File: config.mk
export PLATFORM = sky130hd
export DESIGN_NAME = decode_stage
export DESIGN_NICKNAME = d
export VERILOG_FILES = /design/src/rtl/rv_pkg.sv /design/src/rtl/imm_gen.sv /design/src/rtl/decode_stage.sv
export SDC_FILE = /design/constraint.sdc
export NUM_CORES = 1
export LEC_CHECK = 0
export BUFFER_PORTS_ARGS = -buffer_cell sky130_fd_sc_hd__buf_2
export CORE_AREA = 2 2 116 118
export CTS_BUF_LIST = sky130_fd_sc_hd__clkbuf_8
export DETAILED_ROUTE_END_ITERATION = 10
export DIE_AREA = 0 0 118 120
export PLACE_DENSITY = 0.95
export SYNTH_ARGS = -nofsm -noshare
export SYNTH_HDL_FRONTEND = slang
export SYNTH_SLANG_ARGS = --single-unit
File: constraint.sdc
create_clock -name clk -period 4 [get_ports clk]
set_clock_uncertainty 0.15 [all_clocks]
set_input_delay 0.8 -clock clk [delete_from_list [all_inputs] [get_ports clk]]
set_output_delay 0.8 -clock clk [all_outputs]
set_load 0.1 [all_outputs]
File: src/rtl/rv_pkg.sv
// Shared RV32I decode definitions: major opcodes, ALU operation encodings,
// immediate formats and the per-instruction control bundle.
package rv_pkg;

    localparam logic [6:0] OPC_LUI    = 7'b0110111;
    localparam logic [6:0] OPC_AUIPC  = 7'b0010111;
    localparam logic [6:0] OPC_JAL    = 7'b1101111;
    localparam logic [6:0] OPC_JALR   = 7'b1100111;
    localparam logic [6:0] OPC_BRANCH = 7'b1100011;
    localparam logic [6:0] OPC_LOAD   = 7'b0000011;
    localparam logic [6:0] OPC_STORE  = 7'b0100011;
    localparam logic [6:0] OPC_OP_IMM = 7'b0010011;
    localparam logic [6:0] OPC_OP     = 7'b0110011;
    localparam logic [6:0] OPC_FENCE  = 7'b0001111;
    localparam logic [6:0] OPC_SYSTEM = 7'b1110011;

    typedef enum logic [3:0] {
        ALU_ADD    = 4'd0,
        ALU_SUB    = 4'd1,
        ALU_SLL    = 4'd2,
        ALU_SLT    = 4'd3,
        ALU_SLTU   = 4'd4,
        ALU_XOR    = 4'd5,
        ALU_SRL    = 4'd6,
        ALU_SRA    = 4'd7,
        ALU_OR     = 4'd8,
        ALU_AND    = 4'd9,
        ALU_PASS_B = 4'd10
    } alu_op_e;

    // IMM_R yields a zero immediate (register-register and illegal words).
    typedef enum logic [2:0] {
        IMM_I = 3'd0,
        IMM_S = 3'd1,
        IMM_B = 3'd2,
        IMM_U = 3'd3,
        IMM_J = 3'd4,
        IMM_R = 3'd5
    } imm_fmt_e;

    typedef struct packed {
        imm_fmt_e fmt;
        alu_op_e  alu_op;
        logic     alu_src;
        logic     mem_read;
        logic     mem_write;
        logic     reg_write;
        logic     branch;
        logic     jump;
        logic     illegal;
        logic     rs1_used;
        logic     rs2_used;
    } ctrl_t;

    // funct3 -> ALU op for OP and OP-IMM. instr[30] selects SUB only for
    // register-register forms (ADDI has no subtract variant) and SRA for both.
    function automatic alu_op_e alu_decode(input logic [2:0] funct3,
                                           input logic       alt,
                                           input logic       is_reg);
        alu_op_e op;
        case (funct3)
            3'b000:  op = (is_reg && alt) ? ALU_SUB : ALU_ADD;
            3'b001:  op = ALU_SLL;
            3'b010:  op = ALU_SLT;
            3'b011:  op = ALU_SLTU;
            3'b100:  op = ALU_XOR;
            3'b101:  op = alt ? ALU_SRA : ALU_SRL;
            3'b110:  op = ALU_OR;
            default: op = ALU_AND;
        endcase
        return op;
    endfunction

endpackage

File: src/rtl/imm_gen.sv
// Immediate generator: assembles the sign-extended immediate of an RV32I
// instruction word for the selected format. Purely combinational.
module imm_gen
    import rv_pkg::*;
(
    input  logic [31:0] instr,
    input  logic [2:0]  fmt,
    output logic [31:0] imm
);

    // The opcode field never contributes to an immediate.
    logic unused_opcode;
    assign unused_opcode = ^instr[6:0];

    // Format-directed bit gathering with sign extension from instr[31].
    always_comb begin
        imm = '0;
        case (imm_fmt_e'(fmt))
            IMM_I:   imm = {{20{instr[31]}}, instr[31:20]};
            IMM_S:   imm = {{20{instr[31]}}, instr[31:25], instr[11:7]};
            IMM_B:   imm = {{19{instr[31]}}, instr[31], instr[7], instr[30:25], instr[11:8], 1'b0};
            IMM_U:   imm = {instr[31:12], 12'b0};
            IMM_J:   imm = {{11{instr[31]}}, instr[31], instr[19:12], instr[20], instr[30:21], 1'b0};
            default: imm = '0;
        endcase
    end

endmodule

File: src/rtl/decode_stage.sv
// RV32I decode stage: decodes the instruction from fetch, detects load-use
// hazards against the instruction in execute and registers the decoded
// bundle for the execute stage. Flush beats stall beats load-use bubble.
module decode_stage
    import rv_pkg::*;
#(
    parameter bit LOAD_USE_STALL = 1'b1
)
(
    input  logic        clk,
    input  logic        rst_n,

    input  logic        id_valid,
    input  logic [31:0] id_instr,
    input  logic [31:0] id_pc,
    output logic        id_ready,

    output logic [4:0]  rs1,
    output logic [4:0]  rs2,
    input  logic [31:0] rs1_data,
    input  logic [31:0] rs2_data,

    input  logic        flush,
    input  logic        ex_stall,

    output logic        ex_valid,
    output logic [31:0] ex_pc,
    output logic [31:0] ex_rs1_data,
    output logic [31:0] ex_rs2_data,
    output logic [31:0] ex_imm,
    output logic [4:0]  ex_rs1,
    output logic [4:0]  ex_rs2,
    output logic [4:0]  ex_rd,
    output logic [2:0]  ex_funct3,
    output logic [3:0]  ex_alu_op,
    output logic        ex_alu_src,
    output logic        ex_mem_read,
    output logic        ex_mem_write,
    output logic        ex_reg_write,
    output logic        ex_branch,
    output logic        ex_jump,
    output logic        ex_illegal
);

    logic [6:0]  opcode;
    logic [4:0]  rd_field;
    logic [2:0]  funct3;
    logic        funct7_alt;
    ctrl_t       ctrl;
    logic [31:0] imm;
    logic        hazard_rs1;
    logic        hazard_rs2;
    logic        load_use;

    assign opcode     = id_instr[6:0];
    assign rd_field   = id_instr[11:7];
    assign funct3     = id_instr[14:12];
    assign funct7_alt = id_instr[30];

    assign rs1 = id_instr[19:15];
    assign rs2 = id_instr[24:20];

    // Opcode decode into the control bundle; unknown opcodes become illegal
    // with every side effect suppressed.
    always_comb begin
        ctrl        = '0;
        ctrl.fmt    = IMM_R;
        ctrl.alu_op = ALU_ADD;
        case (opcode)
            OPC_LUI: begin
                ctrl.fmt       = IMM_U;
                ctrl.alu_op    = ALU_PASS_B;
                ctrl.alu_src   = 1'b1;
                ctrl.reg_write = 1'b1;
            end
            OPC_AUIPC: begin
                ctrl.fmt       = IMM_U;
                ctrl.alu_src   = 1'b1;
                ctrl.reg_write = 1'b1;
            end
            OPC_JAL: begin
                ctrl.fmt       = IMM_J;
                ctrl.alu_src   = 1'b1;
                ctrl.reg_write = 1'b1;
                ctrl.jump      = 1'b1;
            end
            OPC_JALR: begin
                ctrl.fmt       = IMM_I;
                ctrl.alu_src   = 1'b1;
                ctrl.reg_write = 1'b1;
                ctrl.jump      = 1'b1;
                ctrl.rs1_used  = 1'b1;
            end
            OPC_BRANCH: begin
                ctrl.fmt      = IMM_B;
                ctrl.alu_op   = ALU_SUB;
                ctrl.branch   = 1'b1;
                ctrl.rs1_used = 1'b1;
                ctrl.rs2_used = 1'b1;
            end
            OPC_LOAD: begin
                ctrl.fmt       = IMM_I;
                ctrl.alu_src   = 1'b1;
                ctrl.mem_read  = 1'b1;
                ctrl.reg_write = 1'b1;
                ctrl.rs1_used  = 1'b1;
            end
            OPC_STORE: begin
                ctrl.fmt       = IMM_S;
                ctrl.alu_src   = 1'b1;
                ctrl.mem_write = 1'b1;
                ctrl.rs1_used  = 1'b1;
                ctrl.rs2_used  = 1'b1;
            end
            OPC_OP_IMM: begin
                ctrl.fmt       = IMM_I;
                ctrl.alu_op    = alu_decode(funct3, funct7_alt, 1'b0);
                ctrl.alu_src   = 1'b1;
                ctrl.reg_write = 1'b1;
                ctrl.rs1_used  = 1'b1;
            end
            OPC_OP: begin
                ctrl.fmt       = IMM_R;
                ctrl.alu_op    = alu_decode(funct3, funct7_alt, 1'b1);
                ctrl.reg_write = 1'b1;
                ctrl.rs1_used  = 1'b1;
                ctrl.rs2_used  = 1'b1;
            end
            OPC_FENCE, OPC_SYSTEM: begin
                // Treated as NOPs: decoded I-immediate, no side effects.
                ctrl.fmt = IMM_I;
            end
            default: begin
                ctrl.illegal = 1'b1;
            end
        endcase
        if (rd_field == 5'd0) begin
            ctrl.reg_write = 1'b0;
        end
    end

    imm_gen u_imm_gen (
        .instr (id_instr),
        .fmt   (ctrl.fmt),
        .imm   (imm)
    );

    // Only a load still in execute can produce this hazard; its data is not
    // available for bypass until it leaves, so one bubble always suffices.
    assign hazard_rs1 = ctrl.rs1_used && (ex_rd == rs1);
    assign hazard_rs2 = ctrl.rs2_used && (ex_rd == rs2);
    assign load_use   = LOAD_USE_STALL && id_valid && ex_valid && ex_mem_read &&
                        (ex_rd != 5'd0) && (hazard_rs1 || hazard_rs2);

    assign id_ready = !ex_stall && !load_use;

    // Pipeline register toward execute: flush, then stall hold, then bubble,
    // else capture. Control bits are qualified by id_valid so that an empty
    // slot never carries side effects.
    always_ff @(posedge clk or negedge rst_n) begin
        if (!rst_n) begin
            ex_valid     <= 1'b0;
            ex_pc        <= '0;
            ex_rs1_data  <= '0;
            ex_rs2_data  <= '0;
            ex_imm       <= '0;
            ex_rs1       <= '0;
            ex_rs2       <= '0;
            ex_rd        <= '0;
            ex_funct3    <= '0;
            ex_alu_op    <= '0;
            ex_alu_src   <= 1'b0;
            ex_mem_read  <= 1'b0;
            ex_mem_write <= 1'b0;
            ex_reg_write <= 1'b0;
            ex_branch    <= 1'b0;
            ex_jump      <= 1'b0;
            ex_illegal   <= 1'b0;
        end else if (flush) begin
            ex_valid     <= 1'b0;
            ex_mem_read  <= 1'b0;
            ex_mem_write <= 1'b0;
            ex_reg_write <= 1'b0;
            ex_branch    <= 1'b0;
            ex_jump      <= 1'b0;
            ex_illegal   <= 1'b0;
        end else if (!ex_stall) begin
            if (load_use) begin
                ex_valid     <= 1'b0;
                ex_mem_read  <= 1'b0;
                ex_mem_write <= 1'b0;
                ex_reg_write <= 1'b0;
                ex_branch    <= 1'b0;
                ex_jump      <= 1'b0;
                ex_illegal   <= 1'b0;
            end else begin
                ex_valid     <= id_valid;
                ex_pc        <= id_pc;
                ex_rs1_data  <= rs1_data;
                ex_rs2_data  <= rs2_data;
                ex_imm       <= imm;
                ex_rs1       <= rs1;
                ex_rs2       <= rs2;
                ex_rd        <= rd_field;
                ex_funct3    <= funct3;
                ex_alu_op    <= ctrl.alu_op;
                ex_alu_src   <= ctrl.alu_src;
                ex_mem_read  <= id_valid && ctrl.mem_read;
                ex_mem_write <= id_valid && ctrl.mem_write;
                ex_reg_write <= id_valid && ctrl.reg_write;
                ex_branch    <= id_valid && ctrl.branch;
                ex_jump      <= id_valid && ctrl.jump;
                ex_illegal   <= id_valid && ctrl.illegal;
            end
        end
    end

endmodule

==> impl_metrics.csv <==
group,metric,value,unit
cts,cts-resized-gates,0,
cells_and_area,post-route-util,67.4,%
global_route,grt_pass1_vias,5488,
cells_and_area,syn_to_final_growth,30.0,%
power_and_ir_drop,power.share.clock,24.5,%
sta,setup_viol,0,
detailed_routing,drt_wl_total,17600,µm
floorplanning,fp.dieW,118,µm
sta,post-route-period-util,84.5,%
cells_and_area,antenna_cells,0,
detailed_routing,routedWlPerCell,17.8,µm
worst_setup_path,worstPathArrival,2.43,ns
detailed_routing,antenna_left,0,
cells_and_area,drive_gt1_share,56.3,%
detailed_routing,drt-initial-drc-count,332,
worst_setup_path,cp-endpoint,"id_ready",
global_route,grt_max_degree,83,
logic_synthesis,synth-main-ff-cell,"dfrtp_1",
cts,numCtsBuffers,17,
placed_design,port_buffers,301,
power_and_ir_drop,p_int,2.91,mW
cts,root_buffer,"clkbuf_8",
logic_synthesis,synth.avg_cell_area,13.0,µm²
worst_setup_path,critPathMaxFanout,16,
run_status,outcome,"finished, final reports clean",
worst_setup_path,cp.depth,7,
power_and_ir_drop,peakVddDrop,467,µV
logic_synthesis,ys_ff_latch,158,
worst_setup_path,cp_slowest_cell,"buf_2",
power_and_ir_drop,seqPwrFrac,35.6,%
power_and_ir_drop,p_leak,4.34,nW
worst_setup_path,crit_start,"id_instr[4]",
sta,setup_tns,0,ns
logic_synthesis,syn_inst,519,
global_route,grt_pass1_wl,27800,µm
sta,hold_viol,0,
sta,setup_ws,0.620,ns
cts,htreeDepth,4,
worst_setup_path,slowest_delay,0.43,ns
sta,maxSlewViolCount,0,
detailed_routing,first_pass_iters,5,
power_and_ir_drop,power.share.combinational,39.9,%
power_and_ir_drop,power_switching,2.41,mW
detailed_routing,vias,5271,
cts,clockBufferDepth,2,
floorplanning,initial_core_util,51.8,%
cts,clkSinkCount,158,
worst_setup_path,criticalPathCategory,"input pin to output pin",
floorplanning,ioPinCount,302,
floorplanning,die_h,120,µm
power_and_ir_drop,powerDensity,608,nW/µm²
global_route,antenna_found_initial,0,
detailed_routing,viasPerCell,5.31,
logic_synthesis,synth-edff-count,0,
cts,cts_tree,"built",
worst_setup_path,start_kind,"input pin",
placed_design,dp.cells,964,
hold_path,hp-class,"input pin to async pin",
placed_design,gp_congestion,0.953,
sta,grt_setup_unrepaired,"no",
sta,tightest_slew,0.811,ns
worst_setup_path,worst_ep_required_time,3.05,ns
worst_setup_path,rr_worst_depth,7,
power_and_ir_drop,swShare,45.3,%
logic_synthesis,netlist_area,6730,µm²
floorplanning,rows,42,
worst_setup_path,crit_buf_inv,2,
sta,max_freq,296,MHz
cts,cts_setup_buffers,0,
global_route,grt_usage,25.3,%
logic_synthesis,synthArstFlopShare,100,%
cts,ctsHoldBuffers,0,
placed_design,hpwl,13100,µm
worst_setup_path,path_cells,"buf_2, and3b_1, o2111ai_1, nor2_1, o21a_2, nor2_1, buf_2",
logic_synthesis,syn-num-nets,652,
worst_setup_path,worst-r2r-setup-slack,1.30,ns
sta,relSlewSlack,45.5,%
worst_setup_path,cp_top_family,"buffers and inverters",
logic_synthesis,ys_warn_count,0,
logic_synthesis,synth.distinct_cells,43,
floorplanning,dieArea,14200,µm²
logic_synthesis,ys_seq_area_share,58.8,%
cells_and_area,nets,940,
job,max-cap-violations,0,
detailed_routing,drc,0,
worst_setup_path,reg2reg_to,"ex_rs1[1]",
cts,clk_latency,0.44,ns
cts,cts.reportedPaths.clkPinSlew,0.07,ns
placed_design,dpl_worst_slack,0.627,ns
cells_and_area,fin_cells,992,
floorplanning,core_area,13000,µm²
global_route,grt.overflow.total,0,
worst_setup_path,endpoint_kind,"output pin",
sta,holdWs,0.212,ns
sta,layout_min_cycle_time,3.38,ns
worst_setup_path,r2r-start,"ex_rd[4]",
-- worst min-delay path by stage --
stage	start	to	slack, ns	cells after the start
final	rst_n	ex_imm[12]	0.21	1
after global routing	rst_n	ex_imm[12]	0.27	1
after CTS	rst_n	ex_rs1[2]	0.24	1
after detailed placement	ex_mem_write	ex_mem_write	0.32	2
after global placement	ex_mem_write	ex_mem_write	0.31	2
after floorplan	rst_n	ex_alu_op[0]	0.35	0
-- cells in the final DEF, fill, tap and decap left out, drive strengths merged, types with 2 or more instances in the layout --
cell type,count
bufinv,5
nor2,19
dfrtp,158
a22o,16
and3,2
a21oi,8
nand3,4
clkbuf,19
buf,307
nor3,7
nand3b,4
a21o,9
a211oi,2
a31oi,4
inv,7
mux2,118
nand4,2
or2,4
o21ai,27
a2bb2oi,12
clkinv,3
o211ai,3
nand2,43
or4,2
xnor2,9
o31ai,3
a32o,2
o22ai,2
nor4,3
xor2,2
-- final cells by class --
cell class / count / area (µm²)
multi-input cells: 317 / 2540
repair buffers: 307 / 1580
fillers: 991 / 4230
inverters: 6 / 22.5
clock inverters: 9 / 169
clock buffers: 19 / 262
flip-flops and latches: 158 / 3950
well taps: 176 / 220
-- sequential cells by signal (all words and copies together) (netlist names), 3 cells and up --
register,cells
ex_pc,32
ex_rs2,5
ex_rs1_data,32
ex_imm,32
ex_rs1,5
ex_funct3,3
ex_rs2_data,32
ex_alu_op,4
ex_rd,5
-- power groups by stage --
stage,Combinational (mW),Sequential [mW],Clock [mW]
floorplan,0.331,3.31,0
global placement,2.11,1.91,0
detailed placement,2.13,1.92,0
CTS,2.13,1.89,1.33
global route,2.19,1.91,1.39
finish,2.12,1.89,1.30
-- per-layer routing --
metal,track usage (%),share of wire (%)
met2,42.2,50
met1,29.1,37
met5,0,0
met4,12.4,3.5
met3,9.03,9.5
-- metrics by stage --
stage	cell area (µm²)	power (mW)
after global placement	8320	4.02
after global routing	8750	5.50
after detailed placement	8320	4.05
after floorplan	6730	3.64
after CTS	8750	5.35
final	8750	5.32
-- worst register-to-register path, stage by stage (launching register included) --
cell	delay (ns)
dfrtp_1	0.47
xnor2_1	0.17
nand4_1	0.10
nor4_1	0.29
o21a_2	0.38
or2_1	0.24
buf_4	0.39
mux2_2	0.41
-- Yosys cell counts (all sizes together), types with 4 or more instances --
cell,n,area (µm²)
nand2,43,161
nor2,19,71.3
xnor2,9,78.8
or2,4,25.0
a22o,16,140
nor3,7,35.0
o21ai,27,135
a21o,9,67.6
mux2,118,1330
nand3b,4,30.0
clkbuf,11,41.3
a21oi,8,40.0
dfrtp,158,3950
a31oi,4,25.0
a2bb2oi,12,105
nand3,4,20.0
buf,27,185
inv,6,22.5
-- kinds of logic after synthesis --
logic type,share of synthesized area [%]
XOR/XNOR,1.43
AO/OA/AOI/OAI,9.49
adder cells (fa/ha/maj),0.149
flip-flops,58.8
AND/OR/NAND/NOR,6.70
buffers and inverters,3.70
multiplexers,19.8
(Power assumes the default switching activity.)
